`src/rtl/mw_add_pkg.sv`:
```
// Shared constants and state encoding for the multi-word sequential adder.
// Word width is fixed by the koggstone32 word adder.
package mw_add_pkg;

    localparam int MW_W     = 32;
    localparam int MW_WORDS = 4;

    typedef enum logic [1:0] {
        ST_IDLE = 2'd0,
        ST_RUN  = 2'd1,
        ST_DONE = 2'd2
    } state_t;

endpackage

```
`src/rtl/koggstone32.sv`:
```
// 32-bit Kogge-Stone parallel-prefix adder with carry-in and carry-out.
// Purely combinational; used as the word-slice adder of mw_add_seq.
module koggstone32 (
    input  logic [31:0] a,
    input  logic [31:0] b,
    input  logic        ci,
    output logic [31:0] s,
    output logic        co
);

    logic [31:0] w_g [0:5];
    logic [31:0] w_p [0:5];
    logic [32:0] w_c;

    // Log2(32) prefix levels of group generate/propagate
    always_comb begin
        for (int l = 0; l < 6; l++) begin
            w_g[l] = '0;
            w_p[l] = '0;
        end
        w_g[0] = a & b;
        w_p[0] = a ^ b;
        for (int l = 0; l < 5; l++) begin
            for (int i = 0; i < 32; i++) begin
                if (i >= (1 << l)) begin
                    w_g[l+1][i] = w_g[l][i]
                                | (w_p[l][i] & w_g[l][i-(1<<l)]);
                    w_p[l+1][i] = w_p[l][i] & w_p[l][i-(1<<l)];
                end else begin
                    w_g[l+1][i] = w_g[l][i];
                    w_p[l+1][i] = w_p[l][i];
                end
            end
        end
    end

    // Carry into bit i+1 folds the carry-in through the group propagate
    always_comb begin
        w_c = {w_g[5] | (w_p[5] & {32{ci}}), ci};
    end

    assign s  = w_p[0] ^ w_c[31:0];
    assign co = w_c[32];

endmodule

```
`src/rtl/mw_add_seq.sv`:
```
// Multi-word sequential adder: one W-bit word per cycle through a single
// koggstone32, carry held in a register between words.
module mw_add_seq
    import mw_add_pkg::*;
#(
    parameter int W     = MW_W,
    parameter int WORDS = MW_WORDS
) (
    input  logic               clk,
    input  logic               rst,
    input  logic               in_valid,
    output logic               in_ready,
    input  logic [W*WORDS-1:0] a,
    input  logic [W*WORDS-1:0] b,
    input  logic               ci,
    output logic               out_valid,
    input  logic               out_ready,
    output logic [W*WORDS-1:0] s,
    output logic               co
);

    localparam int IW = $clog2(WORDS);
    localparam logic [IW-1:0] LAST = IW'(WORDS - 1);

    state_t             r_state;
    state_t             w_next;
    logic [IW-1:0]      r_idx;
    logic               r_cy;
    logic [W*WORDS-1:0] r_a;
    logic [W*WORDS-1:0] r_b;
    logic [W*WORDS-1:0] r_s;
    logic               r_co;
    logic [W-1:0]       w_aw;
    logic [W-1:0]       w_bw;
    logic [W-1:0]       w_sum;
    logic               w_co;
    logic               w_last;
    logic               w_in_ready;
    logic               w_out_valid;

    // Select the current word of each latched operand
    always_comb begin
        w_aw   = r_a[r_idx*W +: W];
        w_bw   = r_b[r_idx*W +: W];
        w_last = (r_idx == LAST);
    end

    koggstone32 u_add (
        .a  (w_aw),
        .b  (w_bw),
        .ci (r_cy),
        .s  (w_sum),
        .co (w_co)
    );

    // State register
    always_ff @(posedge clk) begin
        if (rst) begin
            r_state <= ST_IDLE;
        end else begin
            r_state <= w_next;
        end
    end

    // Next-state: accept, walk the words, wait for the consumer
    always_comb begin
        w_next = r_state;
        case (r_state)
            ST_IDLE: if (in_valid) w_next = ST_RUN;
            ST_RUN:  if (w_last) w_next = ST_DONE;
            ST_DONE: if (out_ready) w_next = ST_IDLE;
            default: w_next = ST_IDLE;
        endcase
    end

    // Handshake outputs depend on state only
    always_comb begin
        w_in_ready  = 1'b0;
        w_out_valid = 1'b0;
        case (r_state)
            ST_IDLE: w_in_ready  = 1'b1;
            ST_DONE: w_out_valid = 1'b1;
            default: ;
        endcase
    end

    // Operand latch, per-word sum write-back and carry chaining
    always_ff @(posedge clk) begin
        if (rst) begin
            r_a   <= '0;
            r_b   <= '0;
            r_cy  <= 1'b0;
            r_idx <= '0;
            r_s   <= '0;
            r_co  <= 1'b0;
        end else begin
            case (r_state)
                ST_IDLE: begin
                    if (in_valid) begin
                        r_a   <= a;
                        r_b   <= b;
                        r_cy  <= ci;
                        r_idx <= '0;
                    end
                end
                ST_RUN: begin
                    r_s[r_idx*W +: W] <= w_sum;
                    r_cy  <= w_co;
                    r_idx <= w_last ? '0 : r_idx + 1'b1;
                    if (w_last) r_co <= w_co;
                end
                default: ;
            endcase
        end
    end

    assign in_ready  = w_in_ready;
    assign out_valid = w_out_valid;
    assign s         = r_s;
    assign co        = r_co;

endmodule

```
`config.mk`:
```
export PLATFORM = sky130hd
export DESIGN_NAME = mw_add_seq
export DESIGN_NICKNAME = d
export VERILOG_FILES = /design/src/rtl/mw_add_pkg.sv /design/src/rtl/koggstone32.sv /design/src/rtl/mw_add_seq.sv
export SDC_FILE = /design/constraint.sdc
export NUM_CORES = 1
export LEC_CHECK = 0
export CORE_MARGIN = 1
export CORE_UTILIZATION = 35
export CTS_CLUSTER_DIAMETER = 60
export DETAILED_ROUTE_END_ITERATION = 8
export GPL_ROUTABILITY_DRIVEN = 1
export GPL_TIMING_DRIVEN = 0
export PLACE_DENSITY_LB_ADDON = 0.3
export SYNTH_ARGS = -nofsm -noshare
export SYNTH_HDL_FRONTEND = slang
export SYNTH_SLANG_ARGS = --single-unit
```
`constraint.sdc`:
```
create_clock -name clk -period 4.3 [get_ports clk]
set_input_delay 0.86 -clock clk [delete_from_list [all_inputs] [get_ports clk]]
set_output_delay 0.86 -clock clk [all_outputs]
set_load 0.1 [all_outputs]
```
* Yosys cells after proc, flatten, opt, wreduce, memory -nomap -nowiden
Index checks and enable logic that the tools add are counted.
** Storage, ports and cells
- Register bits after elaboration :: 390
- Input port bits :: 261
- Output and inout bits :: 131
** Cells by class
- Add/sub/neg operators :: 2
- Equality and inequality tests :: 6
- Shifts and indexed selects :: 4
- Muxes and demuxes :: 12
- Bitwise logic cells :: 392
- Reduce and logical (&&, ||, !) cells :: 6
** Operators by type and width (number)
- 1-bit AND :: 258
- 128-bit by 8-bit indexed part select with 32-bit output :: 2
- 1-bit OR :: 129
- 128-bit bitwise mux :: 1
- 32-bit by 34-bit variable shift with 128-bit output, first input constant :: 1
- 32-bit by 34-bit indexed part select with 128-bit output :: 1
- 32-bit AND :: 2
- 32-bit XOR :: 2
- 7-bit negator with 34-bit output :: 1
- 32-bit OR :: 1
- 2-bit 2-to-1 mux :: 5
- 2-bit != test, second input constant :: 3
- 2-bit one-hot mux with 3 select lines :: 1
- 2-bit AND reduction :: 3
- 2-bit == test, second input constant :: 2
- 2-bit one-hot mux with 2 select lines :: 1
- 1-bit 2-to-1 mux :: 3
- 3-bit AND reduction :: 1
- 2-bit by 1-bit adder with 2-bit output, second input constant :: 1
- 2-bit by 1-bit == test with 1-bit output, second input constant :: 1
- 2-bit zero test :: 1
- 1-bit one-hot mux with 2 select lines :: 1
- 2-bit nonzero test :: 1

* Longest topological paths before layout
Gate-level depths: netlist of the first run.
- Word-level depth :: 16
- Gate-level depth with buffers :: 13

* Modules after synthesis
A second synthesis of the first run with hierarchy kept.
** Unflattened totals
- Cells, all modules :: 1914
- Area total of the unflattened synthesis :: 16920.0 µm²
** By module, submodules not included
- mw_add_seq :: instances 1, cells an instance 1716, area each 15417.3 µm², sequential area each 7807.5 µm²
- koggstone32 :: instances 1, cells an instance 198, area each 1502.7 µm², sequential area each 0.0 µm²

* Worst setup path before layout of the first run
OpenSTA, ideal clock, no wires.
- Path type :: register to register
- Start :: register r_idx[0]
- End :: register r_s[127], in the netlist s[127]
- Setup time :: 0.119 ns
- Arrival :: 3.709 ns
- Data required time :: 4.181 ns
- Setup slack :: 0.473 ns
- Cell stages (with the launch flop) :: 12
- Path buffers :: 2
- Path through :: dfxtp_1 -> clkbuf_1 -> buf_1 -> mux4_2 -> ha_1 -> and3_1 -> a22o_4 -> a22oi_4 -> nor3_2 -> o21a_1 -> or4_4 -> a32o_1
** On the way
- Longest elaborated chain between the ends :: 15
- Elaborated cells on any way between the ends :: 383
- Classes of those cells :: add/sub: 1; shift: 4; mux: 1; bitwise: 377
** RTL lines
- start, declared :: RTL line mw_add_seq.sv:27 : logic [IW-1:0] r_idx;
- start signal, assigned :: RTL line mw_add_seq.sv:109 : r_idx <= w_last ? '0 : r_idx + 1'b1;
- 128-bit by 8-bit indexed part select with 32-bit output (on tied branches) :: RTL line mw_add_seq.sv:43, mw_add_seq.sv:44
- 32-bit XOR / 32-bit AND (equally long branches) :: RTL line koggstone32.sv:22, koggstone32.sv:21
- 1-bit AND (on tied branches) :: RTL line koggstone32.sv:27, koggstone32.sv:28
- 1-bit OR / 1-bit AND (equally long branches) :: RTL line koggstone32.sv:27 : | (w_p[l][i] & w_g[l][i-(1<<l)]);
- 1-bit AND / 1-bit OR (equally long branches) :: RTL line koggstone32.sv:27
- 1-bit OR / 1-bit AND (equally long branches) :: RTL line koggstone32.sv:27
- 1-bit AND / 1-bit OR (equally long branches) :: RTL line koggstone32.sv:27
- 1-bit OR / 1-bit AND (equally long branches) :: RTL line koggstone32.sv:27
- 1-bit AND / 1-bit OR (equally long branches) :: RTL line koggstone32.sv:27
- 1-bit OR / 1-bit AND (equally long branches) :: RTL line koggstone32.sv:27
- 1-bit OR :: RTL line koggstone32.sv:27
- 32-bit OR :: RTL line koggstone32.sv:39 : w_c = {w_g[5] | (w_p[5] & {32{ci}}), ci};
- 32-bit XOR :: RTL line koggstone32.sv:42 : assign s = w_p[0] ^ w_c[31:0];
- 32-bit by 34-bit indexed part select with 128-bit output :: RTL line mw_add_seq.sv:107 : r_s[r_idx*W +: W] <= w_sum;
- 128-bit bitwise mux * :: RTL line mw_add_seq.sv:107
- end signal, assigned by index :: RTL line mw_add_seq.sv:107
- end, declared :: RTL line mw_add_seq.sv:31 : logic [W*WORDS-1:0] r_s;
Every way passes the cells marked *; elsewhere a longest branch is shown, timed or not.
A chain may end at the register's enable or synchronous reset.

* Worst setup path in the final report of the first run
- Start :: register r_idx[0]
- End :: register r_s[82], in the netlist s[82]
The elaborated chain is that of the path after synthesis.

==> metrics.txt, run 1 <==
outcome finished clean; grt ovf 0; largest net degree at the start of global routing 15; RR Endpoint s[82]; DRC violation count after routing 0; CTS max path bufs 3; die area 48100 sq um; placeable core area around 47000 sq um; post-route ant nets 0; vias per inst 5.34; most instantiated library cell after synthesis nand2_1; Synth top area share between 40% and 50%; Seq cells post-synth 390; RePlAce Congestion 0.907; CP required 4820 ps; Max rail drop VDD 0.364 mV; reg-to-reg startpoint r_idx[0]; Mapped Cells 1897; Root Buffer clkbuf_16; most frequent cells after synthesis nand2_1, dfxtp_1, a21oi_1; sequential element share of the synthesized area 47.2%; DRT iter0 DRCs 1091; Non-Filler Instances between 2000 and 3000; Pre-Repair DR Iteration Count 7; via count 15800; Total GRT Usage 25.6%; Final nets 2629; Static Leak 0.00839 uW; max frequency 0.236 GHz; TritonCTS clock tree built; post-synth cell types 62; Worst Path Class, Setup reg -> reg; slew at the pin closest to its max-slew limit between 1000 and 1500 ps; met1 wire length between 20000 and 30000 um; kind of end point of the critical path flop; R2R depth 12; Hold Crit Class reg -> reg; WL met3 4770 um; setup slack, reg-to-reg 70 ps; Power Dens Cells 406 nW/um^2; Inserted Clock Buffers 44; Initial Util 35.5%; ant diodes 0; Post-synth EDFFs 0; layout cells sized above 1 7.87%; Die Y 219 um; asr flop ratio synth 0%; Pwr Total 9260 uW; FP Rows 79; initial antenna violation count 1; Mapped Nets 2198; H-tree levels 2; Fin. Hold Viols 0; DPL Wire Length slightly above 50000 um; synth top area cells dfxtp_1, nand2_1, a21oi_1; port bufs 390; Final Max Slew Viols 0; Synth Flop Type dfxtp_1; CTS clock-pin slew for the worst setup and hold paths 60 ps; first-pass GRT wire length 92500 um; final worst-path cycle share 98.4%; hold worst-path end r_a[68]; chip width 219 um; max-cap viol count 0; Clock Latency Late Sink ~590 ps; Critical Path AT 4750 ps; Worst setup SP type flop; wire per inst 21.1 um; hold depth 2; setup violators final 0; fill count 4451; syn avg cell area about 8.7 sq um; Ports between 300 and 400; Ys Warns 0; number of global-route vias before repair 15800; min cycle time layout 4230 ps; CP Max Fanout 10; met2 WL 29400 um; skew final 25.0 ps; hold path start r_a[68]; CTS sink cnt 390; Yosys top cell by area dfxtp_1; Highest Signal Layer met5; Slew headroom a little over a quarter; mapped cell area between 15000 and 20000 sq um; Post-Place Cells 2894; Post-Route WL roughly 63000 um; Area Growth Syn to Fin 38.0%
==> state kept, by name, summed over array words and instances (netlist names) <==
signal   count
r_a        128
r_cy         1
r_b        128
r_idx        2
s          128
co           1
r_state      2
==> stage by stage <==
stage	cell area, sq um	setup TNS, ps	utilization, %	worst slack [ps]	hold slack, ps
final	22800	0	49.1	68.2	449
after global routing	22800	-104	49.1	-20.7	470
after CTS	22800	0	49.0	9.66	452
after detailed placement	21200	-31920	45.6	-790	443
after global placement	21200	-27020	45.6	-762	438
after floorplan	16500	0	-	473	433
==> worst max-delay path, cell delays in order (launching register included) <==
cell	delay [ps]
dfxtp_1	400
clkbuf_4	250
clkbuf_4	320
mux4_2	590
ha_1	300
buf_2	210
and4_1	300
nand3_1	190
o32a_1	440
a21oi_2	310
nor2_1	90
xnor2_1	540
a22o_1	220
==> worst max-delay path by stage <==
stage | end | slack (ps) | from | cells past startpoint
4_1_cts | s[82] | 10 | r_idx[0] | 12
3_3_place_gp | s[125] | -760 | r_idx[0] | 13
5_1_grt | s[82] | -20 | r_idx[0] | 12
6_report | s[82] | 70 | r_idx[0] | 12
2_1_floorplan | s[127] | 470 | r_idx[0] | 11
3_5_place_dp | s[60] | -790 | r_idx[0] | 12
==> per-layer routing <==
metal,GRT usage (%),up-vias
met2,42.5,658
li1,-,7455
met4,11.1,2
met5,0,-
met1,32.7,7600
met3,4.31,127
==> power breakdown <==
part / total [uW] / switching, uW / internal [uW] / leakage, uW
clock: 3870 / 1620 / 2260 / 0.000733
combinational: 1520 / 945 / 578 / 0.00448
sequential: 3870 / 88.0 / 3780 / 0.00318
total: 9260 / 2650 / 6610 / 0.00839
==> kinds of logic after synthesis <==
| group | after synthesis | share of synthesized area [%] |
|---|---|---|
| and+or+nand+nor | 710 | 17.3 |
| DFF | 390 | 47.2 |
| xor gates and xnor gates | 26 | 1.38 |
| buffers and inverters | 156 | 3.61 |
| adders and majority gates | 40 | 3.07 |
| AOI/OAI and AO/OA | 511 | 18.8 |
| muxes | 64 | 8.71 |
==> layout by cell type, fill, tap and decap left out, drive strengths merged, types with 7 or more instances in the layout <==
| cell | netlist | final |
|---|---|---|
| nor3 | 7 | 7 |
| o21a | 7 | 7 |
| nand3 | 9 | 9 |
| clkbuf | 130 | 184 |
| nand2 | 572 | 572 |
| clkinv | 0 | 11 |
| buf | 19 | 17 |
| a21oi | 308 | 308 |
| dfxtp | 390 | 390 |
| xor2 | 11 | 11 |
| inv | 7 | 11 |
| nand4 | 14 | 14 |
| nand2b | 7 | 7 |
| ha | 39 | 39 |
| nor2b | 8 | 8 |
| a21o | 9 | 9 |
| clkdlybuf4s50 | 0 | 390 |
| o21ai | 45 | 45 |
| mux4 | 64 | 64 |
| xnor2 | 15 | 15 |
| a22oi | 42 | 42 |
| o31ai | 7 | 7 |
| nor2 | 67 | 67 |
| a22o | 61 | 61 |
==> area by class of cell <==
| cell class | count | area [sq um] | area share, % |
|---|---|---|---|
| Multi-Input combinational cell | 1351 | 8230 | 36.0 |
| Sequential cell | 390 | 7810 | 34.2 |
| Timing Repair Buffer | 391 | 3910 | 17.1 |
| Clock buffer | 58 | 1240 | 5.45 |
| Tap cell | 607 | 759 | 3.33 |
| Buffer | 143 | 597 | 2.61 |
| Clock inverter | 22 | 260 | 1.14 |
| Inverter | 7 | 26.3 | 0.115 |
==> repair_timing <==
item	4_1_cts	5_1_grt
gates cloned	0	0
setup buffers	1	0
pin swaps	2	0
endpoints found under the setup margin	86	52
hold buffers	0	0
gates resized for setup	28	21
Note: power is estimated with default switching activity, not from simulation.
==> inputs of run 2 (changes only) <==
--- a/config.mk
+++ b/config.mk
@@ -5,6 +5,7 @@
 export SDC_FILE = /design/constraint.sdc
 export NUM_CORES = 1
 export LEC_CHECK = 0
+export CAP_MARGIN = 15
 export CORE_MARGIN = 1
 export CORE_UTILIZATION = 35
 export CTS_CLUSTER_DIAMETER = 60
==> results of run 2 <==
No change in the layout: final DEF, timing and power equal those of run 1.
